===== src/rtl/mem_access_ctrl_if.sv =====
// Requester, MAR and RAM signals of the memory access controller.
// master = requesters plus RAM side; slave = the controller.
interface mem_access_ctrl_if #(
  parameter int DATA_W = 32
);
  logic              req0;
  logic              we0;
  logic [DATA_W-1:0] addr0;
  logic [DATA_W-1:0] wdata0;
  logic              req1;
  logic              we1;
  logic [DATA_W-1:0] addr1;
  logic [DATA_W-1:0] wdata1;
  logic              ack0;
  logic              ack1;
  logic [DATA_W-1:0] rdata;
  logic              mar_en;
  logic [DATA_W-1:0] mar_d;
  logic              ram_read;
  logic              ram_write;
  logic [DATA_W-1:0] ram_wdata;
  logic [DATA_W-1:0] ram_rdata;
  logic              busy;

  modport master (
    output req0, we0, addr0, wdata0,
    output req1, we1, addr1, wdata1,
    output ram_rdata,
    input  ack0, ack1, rdata, mar_en, mar_d,
    input  ram_read, ram_write, ram_wdata, busy
  );

  modport slave (
    input  req0, we0, addr0, wdata0,
    input  req1, we1, addr1, wdata1,
    input  ram_rdata,
    output ack0, ack1, rdata, mar_en, mar_d,
    output ram_read, ram_write, ram_wdata, busy
  );
endinterface


===== src/rtl/mem_access_ctrl.sv =====
// Round-robin arbiter and sequencer for MAR/RAM transactions from two requesters
// (port 0 instruction fetch, port 1 load/store).
module mem_access_ctrl #(
  parameter int DATA_W  = 32,
  parameter int ADDR_W  = 9,
  parameter int RAM_LAT = 2
) (
  input logic             clock,
  input logic             clear,
  mem_access_ctrl_if.slave bus
);

  localparam int CNT_W = (RAM_LAT > 1) ? $clog2(RAM_LAT) : 1;
  localparam logic [CNT_W-1:0] LAST_CNT = CNT_W'(RAM_LAT - 1);

  if (RAM_LAT < 1 || ADDR_W > DATA_W) begin : g_param_check
    $error("mem_access_ctrl: RAM_LAT must be >= 1 and ADDR_W <= DATA_W");
  end

  typedef enum logic [1:0] {IDLE, LOAD, ACCESS, RESP} state_t;

  state_t            state, next_state;
  logic              last_grant;
  logic [CNT_W-1:0]  cnt;
  logic              id_q;
  logic              we_q;
  logic [DATA_W-1:0] mar_q;
  logic [DATA_W-1:0] wdata_q;
  logic [DATA_W-1:0] rdata_q;

  logic grant;
  logic grant_port;
  logic mar_en_c;
  logic ram_read_c;
  logic ram_write_c;
  logic ack0_c;
  logic ack1_c;
  logic last_access;

  assign last_access = (state == ACCESS) && (cnt == LAST_CNT);

  always_ff @(posedge clock) begin
    if (clear) state <= IDLE;
    else       state <= next_state;
  end

  // On a tie the port that did not win last time gets the grant.
  always_comb begin
    next_state  = state;
    grant       = 1'b0;
    grant_port  = 1'b0;
    mar_en_c    = 1'b0;
    ram_read_c  = 1'b0;
    ram_write_c = 1'b0;
    ack0_c      = 1'b0;
    ack1_c      = 1'b0;
    case (state)
      IDLE: begin
        if (bus.req0 || bus.req1) begin
          grant      = 1'b1;
          next_state = LOAD;
          if (bus.req0 && bus.req1) grant_port = ~last_grant;
          else                      grant_port = bus.req1;
        end
      end
      LOAD: begin
        mar_en_c   = 1'b1;
        next_state = ACCESS;
      end
      ACCESS: begin
        ram_read_c  = ~we_q;
        ram_write_c = we_q;
        if (cnt == LAST_CNT) next_state = RESP;
      end
      RESP: begin
        ack0_c     = ~id_q;
        ack1_c     = id_q;
        next_state = IDLE;
      end
      default: next_state = IDLE;
    endcase
  end

  always_ff @(posedge clock) begin
    if (clear) begin
      last_grant <= 1'b1;
      cnt        <= '0;
      id_q       <= 1'b0;
      we_q       <= 1'b0;
      mar_q      <= '0;
      wdata_q    <= '0;
      rdata_q    <= '0;
    end else begin
      if (grant) begin
        last_grant <= grant_port;
        id_q       <= grant_port;
        we_q       <= grant_port ? bus.we1    : bus.we0;
        mar_q      <= grant_port ? bus.addr1  : bus.addr0;
        wdata_q    <= grant_port ? bus.wdata1 : bus.wdata0;
      end
      if (state == ACCESS) begin
        if (cnt == LAST_CNT) cnt <= '0;
        else                 cnt <= cnt + 1'b1;
      end
      if (last_access && !we_q) rdata_q <= bus.ram_rdata;
    end
  end

  assign bus.ack0      = ack0_c;
  assign bus.ack1      = ack1_c;
  assign bus.rdata     = rdata_q;
  assign bus.mar_en    = mar_en_c;
  assign bus.mar_d     = mar_q;
  assign bus.ram_read  = ram_read_c;
  assign bus.ram_write = ram_write_c;
  assign bus.ram_wdata = wdata_q;
  assign bus.busy      = (state != IDLE);

endmodule


===== src/flat_wrapper.sv =====
// flat-port wrapper written by rule: the top's interface ports become plain ports
module mem_access_ctrl_flat 
#(
  parameter int DATA_W  = 32,
  parameter int ADDR_W  = 9,
  parameter int RAM_LAT = 2
)
  (clock, clear, bus_req0, bus_we0, bus_addr0, bus_wdata0, bus_req1, bus_we1, bus_addr1, bus_wdata1, bus_ram_rdata, bus_ack0, bus_ack1, bus_rdata, bus_mar_en, bus_mar_d, bus_ram_read, bus_ram_write, bus_ram_wdata, bus_busy);
  mem_access_ctrl_if #(.DATA_W(DATA_W)) bus_i ();
  input logic clock;
  input logic clear;
  input wire logic [$bits(bus_i.req0)-1:0] bus_req0;
  input wire logic [$bits(bus_i.we0)-1:0] bus_we0;
  input wire logic [$bits(bus_i.addr0)-1:0] bus_addr0;
  input wire logic [$bits(bus_i.wdata0)-1:0] bus_wdata0;
  input wire logic [$bits(bus_i.req1)-1:0] bus_req1;
  input wire logic [$bits(bus_i.we1)-1:0] bus_we1;
  input wire logic [$bits(bus_i.addr1)-1:0] bus_addr1;
  input wire logic [$bits(bus_i.wdata1)-1:0] bus_wdata1;
  input wire logic [$bits(bus_i.ram_rdata)-1:0] bus_ram_rdata;
  output wire logic [$bits(bus_i.ack0)-1:0] bus_ack0;
  output wire logic [$bits(bus_i.ack1)-1:0] bus_ack1;
  output wire logic [$bits(bus_i.rdata)-1:0] bus_rdata;
  output wire logic [$bits(bus_i.mar_en)-1:0] bus_mar_en;
  output wire logic [$bits(bus_i.mar_d)-1:0] bus_mar_d;
  output wire logic [$bits(bus_i.ram_read)-1:0] bus_ram_read;
  output wire logic [$bits(bus_i.ram_write)-1:0] bus_ram_write;
  output wire logic [$bits(bus_i.ram_wdata)-1:0] bus_ram_wdata;
  output wire logic [$bits(bus_i.busy)-1:0] bus_busy;
  assign bus_i.req0 = bus_req0;
  assign bus_i.we0 = bus_we0;
  assign bus_i.addr0 = bus_addr0;
  assign bus_i.wdata0 = bus_wdata0;
  assign bus_i.req1 = bus_req1;
  assign bus_i.we1 = bus_we1;
  assign bus_i.addr1 = bus_addr1;
  assign bus_i.wdata1 = bus_wdata1;
  assign bus_i.ram_rdata = bus_ram_rdata;
  assign bus_ack0 = bus_i.ack0;
  assign bus_ack1 = bus_i.ack1;
  assign bus_rdata = bus_i.rdata;
  assign bus_mar_en = bus_i.mar_en;
  assign bus_mar_d = bus_i.mar_d;
  assign bus_ram_read = bus_i.ram_read;
  assign bus_ram_write = bus_i.ram_write;
  assign bus_ram_wdata = bus_i.ram_wdata;
  assign bus_busy = bus_i.busy;
  mem_access_ctrl #(.DATA_W(DATA_W), .ADDR_W(ADDR_W), .RAM_LAT(RAM_LAT)) u_core (.clock(clock), .clear(clear), .bus(bus_i));
endmodule

===== config.mk =====
export PLATFORM = sky130hd
export DESIGN_NAME = mem_access_ctrl_flat
export DESIGN_NICKNAME = d
export VERILOG_FILES = /design/src/rtl/mem_access_ctrl_if.sv /design/src/rtl/mem_access_ctrl.sv /design/src/flat_wrapper.sv
export SDC_FILE = /design/constraint.sdc
export NUM_CORES = 1
export LEC_CHECK = 0
export CAP_MARGIN = 20
export CORE_AREA = 10 10 139 141
export CTS_CLUSTER_SIZE = 25
export DETAILED_ROUTE_END_ITERATION = 10
export DIE_AREA = 0 0 149 151
export GPL_TIMING_DRIVEN = 0
export PLACE_DENSITY_LB_ADDON = 0.05
export SLEW_MARGIN = 5
export SYNTH_ARGS = -nofsm -noshare
export SYNTH_HDL_FRONTEND = slang
export SYNTH_SLANG_ARGS = --single-unit
export TNS_END_PERCENT = 50

===== constraint.sdc =====
create_clock -name clock -period 1.6 [get_ports clock]
set_input_delay 0.32 -clock clock [delete_from_list [all_inputs] [get_ports clock]]
set_output_delay 0.32 -clock clock [all_outputs]
set_load 0.1 [all_outputs]

==> flow_summary.ini <==
[outcome]
status = complete, but fails checks
violations = negative setup slack

[critical_path]
crit_type = flip-flop to output pin
path_max_fanout = 5
ff2ff_setup_slack_ns = 0.08
crit_end = bus_ram_read
slowest_stage = dfxtp_2
crit_path_cell_trace = inv_2 > buf_6 > ha_4 > nor2b_4 > buf_12
r2r-end = u_core.state[0]
critPathArrivalTime_ns = 1.37
worst-path-stages = 5
cp.required_ns = 1.28
cp-start-kind = flip-flop
reg2regPathDepth = 7
r2r_start = u_core.state[0]
cp_top_family = buffers and inverters
path_buf_inv = 3
slowest_delay_ns = 0.34
cp-startpoint = u_core.state[0]
endpoint_kind = output pin

[layout]
drive_above_1_share_pct = 21.8
fin_nets = 1009
final_util_pct = 49.9
area_growth_pct = 69.2

[sta]
worstMarginPinSlew_ns = 0.568
slew_violations = 0
fin_ws_ns = -0.0862
setup_violations = 3
relSlewSlack_pct = 62.1
fmax_mhz = 593
fin_crit_sh_pct = 105
fin_crit_ns = 1.69
clock_skew_ns = 0.00593
setup_tns_ns = -0.192
hold_violations = 0
rsz0062_at_grt = yes

[synth]
synth.avg_cell_area_um2 = 8.85
synth_cell_type_count = 23
synth_top_family_by_area = compound AO/OA/AOI/OAI gates
synthSimpleGateAreaFrac_pct = 6.70
yosys-mux-area-fraction_pct = 0.206
syn-cell-area_mm2 = 0.00486
synth_xor_area_share_pct = 0.180
yosys.area.top_type = dfxtp_1
netlist_instances = 549
ys_top_cells_by_area = dfxtp_1, a2111o_1, o211a_1
ys_seq_elements = 102
ys.flop_type = dfxtp_1
synth_top_area_share_pct = 42.0
mappedNetlistNets = 720
synth_common_cells = dfxtp_1, a21oi_1, inv_1, nand2_1
ys_warn_count = 0
async_flop_share_pct = 0
synth-compound-area-share_pct = 39.1
synth_edf_count = 0
yosysMostFrequentCell = dfxtp_1
ys_seq_area_share_pct = 42.0
synth_fa_ha_area_share_pct = 1.29

[drt]
drc = 0
first_iter_violations = 224
vias_per_cell = 4.83
first_pass_iters = 4
wl_per_cell_um = 18.6
antenna_left = 0
via_count = 5134
routed_wl_um = 19800

[pwr]
worst_ir_drop_vdd_mv = 1.03
leakage_nw = 3.61
pwr_density_cell_mw_per_mm2 = 1910

[die]
row_count = 47
io_pins = 268
die-area_mm2 = 0.0225
die_y_um = 151
initial_core_util_pct = 29.5
die_w_um = 149
core_area_mm2 = 0.0165

[clocking]
cts_made_buffers = 9
cts_sinks = 102
h-tree-depth = 3
clk_path_buf_depth = 2
insertion_delay_ns = 0.35
clk_pin_slew_ns = 0.08
cts_root_buffer = clkbuf_16
tritoncts = built

[global_routing]
grt_max_degree = 19
antenna_found_initial = 1
grtUsageTotal_pct = 16.9
grt_first_pass_wirelength_um = 30100
first_global_vias = 5492
overflow = 0

[placement]
port_buffers = 266
dpl_worst_slack_ns = -0.974
routabilityCongestion = 0.776
dp_hpwl_um = 15300

[run]
drv_cap = 0

[hold_path]
hold_class = flip-flop to flip-flop
hold_start = u_core.bus.rdata[28]
[cell type report]
type,count,area [um^2]
Inverter,69,264
Tap cell,220,275
Fill cell,1590,8250
Antenna cell,1,2.50
Timing Repair Buffer,279,2620
Buffer,59,349
Clock inverter,7,57.6
Multi-Input combinational cell,318,2380
Clock buffer,9,225
Sequential cell,102,2050
[layer usage]
layer / vias to the layer above / global-route usage, % / wire length, um
li1: 2563 / - / -
met4: 0 / 5.74 / 410
met5: - / 0 / 0
met2: 176 / 29.4 / 9740
met3: 27 / 6.12 / 1640
met1: 2368 / 18.8 / 7980
[per-stage QoR]
stage               area [um^2]  hold WS, ns  total power [mW]  std cells
floorplan                  4880        0.441              10.8        549
global placement           7820        0.440              13.3       1035
detailed placement         7820        0.445              13.3       1035
CTS                        8360        0.457              15.8       1054
global route               8220        0.474              16.5       1064
finish                     8220        0.458              15.7       1064
[cells in the final DEF, fill, tap and decap left out, types with 24 or more instances in the layout]
cell	Yosys	routed
inv_1	69	66
dfxtp_1	102	100
clkdlybuf4s50_1	0	162
nand2_1	67	67
buf_2	16	51
o211a_1	65	65
clkdlybuf4s18_2	0	40
a21oi_1	98	95
a2111o_1	65	65
buf_4	1	24
[worst min path at each step]
stage | to | depth (start not counted) | slack [ns]
2_1_floorplan | u_core.last_grant | 2 | 0.44
3_3_place_gp | u_core.bus.rdata[9] | 2 | 0.44
3_5_place_dp | u_core.bus.rdata[14] | 2 | 0.45
4_1_cts | u_core.bus.rdata[14] | 2 | 0.46
5_1_grt | u_core.bus.rdata[1] | 2 | 0.47
6_report | u_core.bus.rdata[28] | 2 | 0.46
[flip-flops by register name (all words and copies together), names as in the netlist]
signal / count
u_core.bus.mar_d: 32
u_core.bus.ram_wdata: 32
u_core.bus.rdata: 32
u_core.state: 2
u_core.cnt: 1
u_core.id_q: 1
u_core.last_grant: 1
u_core.we_q: 1
[worst reg2reg max path: cells and delay by family, from the launching register on]
| kind | cells | cell delay, ns |
|---|---|---|
| AO/OA/AOI/OAI | 2 | 0.48 |
| adder cells (fa/ha/maj) | 1 | 0.16 |
| buffers and inverters | 4 | 0.44 |
| flip-flops | 1 | 0.36 |
[repair_timing]
item,in CTS,in global routing
setup endpoints to repair,201,162
hold buffers,0,0
buffers inserted,3,10
pin swaps,1,1
gates resized for setup,425,113
cloned,0,0
[power breakdown]
group	internal (mW)	switching (mW)	leakage (nW)
Sequential	3.24	0.381	0.840
Combinational	2.72	7.22	2.64
Clock	1.08	1.07	0.134
[cell families after synthesis]
group,Yosys count
flip-flops,102
multiplexers,1
buffers and inverters,129
AO/OA/AOI/OAI,232
XOR/XNOR,1
AND/OR/NAND/NOR,79
adder cells (fa/ha/maj),5
No activity file was read; power rests on OpenSTA's default activity.
